===== src/rtl/chimp_box_draw_if.sv =====
// Request/pixel-stream bundle between the chimp game FSM (master) and the box
// renderer (slave); the pixel side feeds the VGA adapter's plot port.
interface chimp_box_draw_if #(
    parameter int COLOUR_W = 3
);
    logic                iStart;
    logic [2:0]          iBoxX;
    logic [2:0]          iBoxY;
    logic [COLOUR_W-1:0] iColour;
    logic [COLOUR_W-1:0] iBorderColour;
    logic [9:0]          oX;
    logic [8:0]          oY;
    logic [COLOUR_W-1:0] oColour;
    logic                oPlot;
    logic                oBusy;
    logic                oDone;

    modport master (
        output iStart, iBoxX, iBoxY, iColour, iBorderColour,
        input  oX, oY, oColour, oPlot, oBusy, oDone
    );

    modport slave (
        input  iStart, iBoxX, iBoxY, iColour, iBorderColour,
        output oX, oY, oColour, oPlot, oBusy, oDone
    );
endinterface


===== src/rtl/chimp_box_draw.sv =====
// Rasterises one filled box of the 8x8 chimp-test grid, one plot per cycle, row-major.
// Define CHIMP_BOX_BORDER_EN to draw the box outline in the latched border colour.
module chimp_box_draw #(
    parameter int X_ORIGIN = 17,
    parameter int X_PITCH  = 37,
    parameter int Y_ORIGIN = 8,
    parameter int Y_PITCH  = 28,
    parameter int BOX_SIZE = 20,
    parameter int COLOUR_W = 3
) (
    input  logic             clk,
    input  logic             iReset,
    chimp_box_draw_if.slave  bus
);
    localparam int             CNT_W = 5;
    localparam logic [CNT_W-1:0] LAST = CNT_W'(BOX_SIZE - 1);

`ifdef CHIMP_BOX_BORDER_EN
    localparam bit BORDER_EN = 1'b1;
`else
    localparam bit BORDER_EN = 1'b0;
`endif

    typedef enum logic [1:0] {IDLE, DRAW, DONE} state_t;

    state_t              state_q, state_d;
    logic [CNT_W-1:0]    col_q, col_d;
    logic [CNT_W-1:0]    row_q, row_d;
    logic [9:0]          base_x_q, base_x_d;
    logic [8:0]          base_y_q, base_y_d;
    logic [COLOUR_W-1:0] fill_q, fill_d;
    logic [COLOUR_W-1:0] border_q, border_d;
    logic [9:0]          x_q, x_d;
    logic [8:0]          y_q, y_d;
    logic [COLOUR_W-1:0] colour_q, colour_d;
    logic                plot_q, plot_d;
    logic                done_q, done_d;

    // Grid index times pitch as a fixed shift/add tree; no multiplier needed.
    function automatic logic [9:0] calc_base_x(input logic [2:0] bx);
        logic [9:0] p;
        p = 10'(X_PITCH);
        return 10'(X_ORIGIN) + (bx[0] ? p : 10'd0) + (bx[1] ? (p << 1) : 10'd0)
                             + (bx[2] ? (p << 2) : 10'd0);
    endfunction

    function automatic logic [8:0] calc_base_y(input logic [2:0] by);
        logic [8:0] p;
        p = 9'(Y_PITCH);
        return 9'(Y_ORIGIN) + (by[0] ? p : 9'd0) + (by[1] ? (p << 1) : 9'd0)
                            + (by[2] ? (p << 2) : 9'd0);
    endfunction

    function automatic logic [COLOUR_W-1:0] pick_colour(
        input logic [CNT_W-1:0]    c,
        input logic [CNT_W-1:0]    r,
        input logic [COLOUR_W-1:0] fill,
        input logic [COLOUR_W-1:0] border
    );
        if (BORDER_EN && (c == '0 || c == LAST || r == '0 || r == LAST)) return border;
        return fill;
    endfunction

    always_comb begin
        state_d  = state_q;
        col_d    = col_q;
        row_d    = row_q;
        base_x_d = base_x_q;
        base_y_d = base_y_q;
        fill_d   = fill_q;
        border_d = border_q;
        x_d      = x_q;
        y_d      = y_q;
        colour_d = colour_q;
        plot_d   = 1'b0;
        done_d   = 1'b0;

        case (state_q)
            IDLE: begin
                if (bus.iStart) begin
                    state_d  = DRAW;
                    col_d    = '0;
                    row_d    = '0;
                    base_x_d = calc_base_x(bus.iBoxX);
                    base_y_d = calc_base_y(bus.iBoxY);
                    fill_d   = bus.iColour;
                    border_d = bus.iBorderColour;
                    x_d      = base_x_d;
                    y_d      = base_y_d;
                    colour_d = pick_colour('0, '0, bus.iColour, bus.iBorderColour);
                    plot_d   = 1'b1;
                end
            end
            DRAW: begin
                if (col_q == LAST && row_q == LAST) begin
                    state_d = DONE;
                    col_d   = '0;
                    row_d   = '0;
                    done_d  = 1'b1;
                end else begin
                    if (col_q == LAST) begin
                        col_d = '0;
                        row_d = row_q + 1'b1;
                    end else begin
                        col_d = col_q + 1'b1;
                    end
                    x_d      = base_x_q + 10'(col_d);
                    y_d      = base_y_q + 9'(row_d);
                    colour_d = pick_colour(col_d, row_d, fill_q, border_q);
                    plot_d   = 1'b1;
                end
            end
            DONE:    state_d = IDLE;
            default: state_d = IDLE;
        endcase
    end

    // NOTE: state is updated only with non-blocking assignments so every flop samples
    // pre-edge values; the async reset clears the whole datapath, not just the FSM.
    always_ff @(posedge clk or posedge iReset) begin
        if (iReset) begin
            state_q  <= IDLE;
            col_q    <= '0;
            row_q    <= '0;
            base_x_q <= '0;
            base_y_q <= '0;
            fill_q   <= '0;
            border_q <= '0;
            x_q      <= '0;
            y_q      <= '0;
            colour_q <= '0;
            plot_q   <= 1'b0;
            done_q   <= 1'b0;
        end else begin
            state_q  <= state_d;
            col_q    <= col_d;
            row_q    <= row_d;
            base_x_q <= base_x_d;
            base_y_q <= base_y_d;
            fill_q   <= fill_d;
            border_q <= border_d;
            x_q      <= x_d;
            y_q      <= y_d;
            colour_q <= colour_d;
            plot_q   <= plot_d;
            done_q   <= done_d;
        end
    end

    // Busy and plot coincide cycle for cycle, so one flop serves both.
    assign bus.oX      = x_q;
    assign bus.oY      = y_q;
    assign bus.oColour = colour_q;
    assign bus.oPlot   = plot_q;
    assign bus.oBusy   = plot_q;
    assign bus.oDone   = done_q;
endmodule


===== src/flat_wrapper.sv =====
// flat-port wrapper written by rule: the top's interface ports become plain ports
module chimp_box_draw_flat 
#(
    parameter int X_ORIGIN = 17,
    parameter int X_PITCH  = 37,
    parameter int Y_ORIGIN = 8,
    parameter int Y_PITCH  = 28,
    parameter int BOX_SIZE = 20,
    parameter int COLOUR_W = 3
)
  (clk, iReset, bus_iStart, bus_iBoxX, bus_iBoxY, bus_iColour, bus_iBorderColour, bus_oX, bus_oY, bus_oColour, bus_oPlot, bus_oBusy, bus_oDone);
  chimp_box_draw_if #(.COLOUR_W(COLOUR_W)) bus_i ();
  input  logic clk;
  input  logic iReset;
  input wire logic [$bits(bus_i.iStart)-1:0] bus_iStart;
  input wire logic [$bits(bus_i.iBoxX)-1:0] bus_iBoxX;
  input wire logic [$bits(bus_i.iBoxY)-1:0] bus_iBoxY;
  input wire logic [$bits(bus_i.iColour)-1:0] bus_iColour;
  input wire logic [$bits(bus_i.iBorderColour)-1:0] bus_iBorderColour;
  output wire logic [$bits(bus_i.oX)-1:0] bus_oX;
  output wire logic [$bits(bus_i.oY)-1:0] bus_oY;
  output wire logic [$bits(bus_i.oColour)-1:0] bus_oColour;
  output wire logic [$bits(bus_i.oPlot)-1:0] bus_oPlot;
  output wire logic [$bits(bus_i.oBusy)-1:0] bus_oBusy;
  output wire logic [$bits(bus_i.oDone)-1:0] bus_oDone;
  assign bus_i.iStart = bus_iStart;
  assign bus_i.iBoxX = bus_iBoxX;
  assign bus_i.iBoxY = bus_iBoxY;
  assign bus_i.iColour = bus_iColour;
  assign bus_i.iBorderColour = bus_iBorderColour;
  assign bus_oX = bus_i.oX;
  assign bus_oY = bus_i.oY;
  assign bus_oColour = bus_i.oColour;
  assign bus_oPlot = bus_i.oPlot;
  assign bus_oBusy = bus_i.oBusy;
  assign bus_oDone = bus_i.oDone;
  chimp_box_draw #(.X_ORIGIN(X_ORIGIN), .X_PITCH(X_PITCH), .Y_ORIGIN(Y_ORIGIN), .Y_PITCH(Y_PITCH), .BOX_SIZE(BOX_SIZE), .COLOUR_W(COLOUR_W)) u_core (.clk(clk), .iReset(iReset), .bus(bus_i));
endmodule

===== config.mk =====
export PLATFORM = sky130hd
export DESIGN_NAME = chimp_box_draw_flat
export DESIGN_NICKNAME = d
export VERILOG_FILES = /design/src/rtl/chimp_box_draw_if.sv /design/src/rtl/chimp_box_draw.sv /design/src/flat_wrapper.sv
export SDC_FILE = /design/constraint.sdc
export NUM_CORES = 1
export LEC_CHECK = 0
export ABC_AREA = 1
export ABC_CLOCK_PERIOD_IN_PS = 4620
export CAP_MARGIN = 15
export CELL_PAD_IN_SITES_DETAIL_PLACEMENT = 0
export CELL_PAD_IN_SITES_GLOBAL_PLACEMENT = 1
export CORE_MARGIN = 1
export CORE_UTILIZATION = 44
export CTS_CLUSTER_SIZE = 24
export DETAILED_ROUTE_END_ITERATION = 16
export PLACE_DENSITY_LB_ADDON = 0.2
export SETUP_SLACK_MARGIN = 0.15
export SKIP_LAST_GASP = 1
export SYNTH_ARGS = -nofsm -noshare
export SYNTH_HDL_FRONTEND = slang
export SYNTH_SLANG_ARGS = --single-unit
export TNS_END_PERCENT = 10

===== constraint.sdc =====
create_clock -name clk -period 4.62 [get_ports clk]
set_input_delay 0.924 -clock clk [delete_from_list [all_inputs] [get_ports clk]]
set_output_delay 0.924 -clock clk [all_outputs]
set_load 0.05 [all_outputs]

-- Word level (Yosys, flattened, before mapping)
Index checks and enable logic that the tools add are counted.
- latch bits: 0
- logic and storage cells: 68
- output and inout bits: 25
- bits of input ports: 15
- memories: 0
- ROM bits: 0
- bits in registers: 58
- RAM bits: 0
- div/mod/pow operators: 0
- order comparisons: 0
- muxes and demuxes: 34
- add/sub/neg operators: 10
- $mul: 0
- equality and inequality tests: 6
- reductions and logical operators: 7
- shifts and indexed selects: 0
- bitwise gates (word level): 0
- operators with widths (kind ; number):
    $mux 5 ; 10
    $add 10x10->10 ; 2
    $mux 10 ; 2
    $pmux 10 s2 ; 1
    $pmux 5 s2 ; 2
    $add 9x9->9 ; 2
    $mux 9 ; 2
    $pmux 9 s2 ; 1
    $mux 7 ; 2
    $mux 6 ; 2
    $add 10x5->10 ; 1
    $add 5x1->5 const B ; 2
    $add 5x10->10 const A ; 1
    $eq 5x5->1 const B ; 2
    $add 4x9->9 const A ; 1
    $add 9x5->9 ; 1
    $mux 8 ; 1
    $mux 3 ; 2
    $pmux 3 s2 ; 1
    $reduce_and 2->1 ; 3
    $mux 1 ; 4
    $mux 2 ; 2
    $ne 2x2->1 const B ; 2
    $pmux 2 s2 ; 1
    7 further kinds ; 7

-- Longest topological paths before layout
- word-level depth: 7
- depth in mapped cells: 18

-- Worst setup path before layout
Ideal clock, no wire load.
- path kind: reg-to-reg
- start point: reg u_core.col_q[0]
- end point: reg u_core.y_q[6], in the netlist u_core.bus.oY[6]
- stages on the path, launching flop included: 17
- arrival time: 2.231 ns
- setup slack: 2.272 ns
- period minus slack after synthesis: 2.348 ns
- required time: 4.502 ns
- path through: dfrtp_1 -> ha_1 -> nand2_1 -> inv_1 -> nand2_4 -> inv_2 -> nand2_1 -> xor2_1 -> ha_1 -> fa_1 -> nand2_1 -> nand2_1 -> a21o_1 -> nand2_1 -> nand2_1 -> nand3_1 -> nand2_1
- cells in the longest elaborated chain, start to end: 7
- elaborated cells between the ends (all ways): 10
- those cells by class: 1 x add/sub; 2 x eq/ne; 5 x mux; 2 x reduce/logical
- RTL lines (item ; RTL line ; text):
    start: declaration ; chimp_box_draw.sv:27 ; logic [CNT_W-1:0] col_q, col_d;
    start signal: assignment ; chimp_box_draw.sv:136 ; col_q <= col_d;
    $eq 5x5->1 (*) ; chimp_box_draw.sv:95, chimp_box_draw.sv:101 ;
    $mux 5 ; chimp_box_draw.sv:101 ; if (col_q == LAST) begin
    $mux 5 ; chimp_box_draw.sv:95 ; if (col_q == LAST && row_q == LAST) begin
    $mux 5 ; chimp_box_draw.sv:78 ; case (state_q)
    $add 9x5->9 ; chimp_box_draw.sv:108 ; y_d = base_y_q + 9'(row_d);
    $mux 9 ; chimp_box_draw.sv:95 ;
    $pmux 9 s2 ; chimp_box_draw.sv:78 ;
    end signal: assignment ; chimp_box_draw.sv:143 ; y_q <= y_d;
    end: declaration ; chimp_box_draw.sv:34 ; logic [8:0] y_q, y_d;
Mark *: on every way between the ends. The rest lies on a longest branch, timed or not. The select of a mux whose other input is x is not followed.
A chain may end at the register's enable or synchronous reset.

-- Final worst setup path
- start point: reg u_core.col_q[1]
- end point: reg u_core.y_q[6], in the netlist u_core.bus.oY[6]
The elaborated chain is that of the path after synthesis.

==> impl_results.md <==
- Combinational power share: 6.5%
- Top-area cell type share of the netlist area: 41.0%
- Max Clock Skew: 8.06 ps
- Fin crit period: 2660 ps
- Crit Path Class: reg2reg
- Drt drc: 0
- Initial antenna violation count: 0
- Synth area leader: dfrtp_1
- Row cnt: 31
- Sink Count: 54
- CP Launch Type: flip-flop
- # fillers: 734
- Flop and latch count out of synthesis: 54
- Worst-path fanout max: 9
- Most frequent cells in the layout: 148 x nand2_1, 54 x inv_1, 54 x dfrtp_1, 45 x nand3_1, 36 x clkdlybuf4s50_1
- Syn_nets: 469
- CP endpoint kind: flip-flop
- Max Buffers Root-to-Sink: 2
- Clk_lat worst skew: 310 ps
- Layout Nets: 500
- RSZ-0062 raised after global routing: false
- CTS Buf Count: 5
- Initial core utilization: 45.5%
- Seq pwr share: 55.9%
- Synth Instances: 432
- CP peak stage delay: 450 ps
- # diodes: 0
- Die width: 88.6 um
- Final ANT Viol Nets: 0
- PwrDens: 222 nW/um^2
- Vias in the first global route: 2,654
- Switching share of power: 22.4%
- Drt wl/cell: 12.9 um
- Synth top area cells: dfrtp_1 41%, nand2_1 17%, ha_1 6.8%
- IO buf count: 36
- Critical-path cell with the highest stage delay: fa_1
- Layout Utilization: between 50 and 60%
- R2R Setup Slk: 1960 ps
- Detailed placement HPWL: 5070 um
- Worst hold slack: 486 ps
- Die area: 7840 sq um
- Routed Wire Length: about 7200 um
- Ordered list of cells on the worst path: ha_1, nand2_1, inv_1, nand2_4, inv_2, nand2_1, xor2_1, ha_1, fa_1, nand2_1, nand2_1, a21o_1, nand2_1, nand2_1, nand3_1, nand2_1
- Total power: about 0.84 mW
- Worst-Margin Slew: 596 ps
- CP dominant cell by count: nand2_1
- Netlist Area Pre-Place: 3300 sq um
- Yosys warning count: 0
- Clock root buffer: clkbuf_8
- GPL Wtd Cong: 0.799
- Post-route non-filler standard cell count: about 560
- Grt ovf: 0
- Worst slew margin: 60.2%
- Pin count of the biggest net entering global routing: 33
- Status: finished clean
- First-pass detailed-route iteration total: 4
- Final WS setup: approximately 2000 ps
- Setup_tns: 0 ps
- Clock share of power: 37.6%
- Setup-failing EPs final: 0
- Max-cap violation count: 0
- Via count: 2,751
- Clock Pin Slew Worst Setup and Hold Paths: around 100 ps
- Commonest non-fill, non-tap cell in the layout: nand2_1
- Global-route wire length before repair: 12,400 um
- Worst EP arrival: approximately 2900 ps
- Peak supply drop: between 0.1 and 0.15 mV
- P_int: between 0.6 and 0.7 mW
- DIE HEIGHT: 88.6 um
- Synthesis-to-layout area growth: 15.6%
- Cts hold-fix bufs: 0
- Worst Hold Class: reg2reg
- Area of the multi-input gates: 1630 sq um
- Max Fclk: 0.377 GHz
- Mean Syn Cell Area: 7.63 sq um
- CTS resizes: 0
- Hold Violations, Final: 0
- Dpl ws: 1720 ps
- Final worst-path cycle share: 57.5%
- Post-DP Area: 3700 sq um
- Pleak: roughly 1.9 nW
- Seq. cell area: around 1400 sq um
- Final instance area: around 3800 sq um
- NetSw: 0.189 mW
- Htree depth: 2
- GRT Total Usage: a little over 20%
- Post-synth cell types: 35
- Vias per inst: 4.89
- Critical path data required time: 4820 ps
- CTS tree: yes
- Fin. max-slew vios: 0
- Share of layout cells above drive strength 1: 4.09%
- Post-CTS Setup Bufs: 0
- Sequential fraction of the synthesis area: 41.0%
- IO Count: 40
- Core ar.: 7250 sq um
- Initial drt markers: about 120
- Placed insts: 555
[per-layer routing]
metal | track usage (%) | part of all wire, % | up-vias
li1 | - | - | 1434
met1 | 28.5 | 49 | 1268
met5 | 0 | 0 | -
met4 | 4.55 | 0.84 | 0
met2 | 34.2 | 47 | 44
met3 | 2.80 | 3.2 | 5
[worst max-delay path: cells and delay by family, from the launching register on]
| family | cells | cell delay, ps |
|---|---|---|
| adder cells (fa/ha/maj) | 3 | 920 |
| buffers and inverters | 2 | 230 |
| AO/OA/AOI/OAI | 1 | 160 |
| flip-flops | 1 | 390 |
| XOR/XNOR | 1 | 180 |
| AND/OR/NAND/NOR | 9 | 660 |
[final timing paths]
| path | startpoint | end | cells after the start |
|---|---|---|---|
| max | u_core.col_q[1]$_DFFE_PP0P_ | u_core.bus.oY[6]$_DFFE_PP0P_ | 16 |
| min | u_core.bus.oX[5]$_DFFE_PP0P_ | u_core.bus.oX[5]$_DFFE_PP0P_ | 2 |
| max reg2reg | u_core.col_q[1]$_DFFE_PP0P_ | u_core.bus.oY[6]$_DFFE_PP0P_ | 16 |
| min reg2reg | u_core.bus.oX[5]$_DFFE_PP0P_ | u_core.bus.oX[5]$_DFFE_PP0P_ | 2 |
| max in group asynchronous | iReset | u_core.base_x_q[4]$_DFFE_PP0P_ | 3 |
| min in group asynchronous | iReset | u_core.base_y_q[2]$_DFFE_PP0P_ | 2 |
[power groups by stage]
stage | logic [mW] | registers (mW) | clock network, mW
finish | 0.0553 | 0.472 | 0.317
global route | 0.0638 | 0.472 | 0.344
CTS | 0.0568 | 0.472 | 0.327
detailed placement | 0.0564 | 0.482 | 0
global placement | 0.0558 | 0.482 | 0
floorplan | 0.0326 | 0.482 | 0
[registers in the layout (all words and copies together), names as in the netlist]
signal,count
u_core.base_x_q,9
u_core.base_y_q,6
u_core.bus.oBusy,1
u_core.bus.oColour,3
u_core.bus.oDone,1
u_core.bus.oX,10
u_core.bus.oY,9
u_core.col_q,5
u_core.fill_q,3
u_core.row_q,5
u_core.state_q,2
[synth_stat cells]
cell,number
ha_1,18
nor2_1,17
o21a_1,1
nor2_4,1
buf_6,4
fa_1,4
buf_2,3
clkbuf_1,5
o22ai_1,1
nand3_2,1
a21o_1,2
o21ai_1,2
o21bai_4,1
a22oi_1,1
nand2_1,148
buf_4,1
o211ai_1,9
inv_2,2
and3_1,1
xor2_1,5
nand4_1,4
dfrtp_1,54
nor2_2,1
clkbuf_2,1
or2_2,1
inv_1,55
clkinv_1,1
nand3_1,45
nor3_1,3
a21oi_1,3
o21ai_0,27
inv_4,1
xnor2_1,3
nand2_4,2
a31oi_1,4
[layout make-up]
cell class | instances | area share, %
Clock buffer | 7 | 2.00
Clock inverter | 1 | 0.788
Inverter | 59 | 5.88
Multi-Input combinational cell | 305 | 42.8
Sequential cell | 54 | 35.5
Tap cell | 99 | 3.25
Timing Repair Buffer | 38 | 9.85
[cell families (layout without fill, tap and decap cells)]
logic type / after synthesis / after routing / share of synthesized area, %
compound gates: 51 / 51 / 9.34
fa+ha+maj: 22 / 22 / 9.26
xor+xnor: 8 / 8 / 2.13
buf+inv: 73 / 105 / 9.56
simple gates: 224 / 224 / 28.7
flops: 54 / 54 / 41.0
No activity file was read; power rests on OpenSTA's default activity.
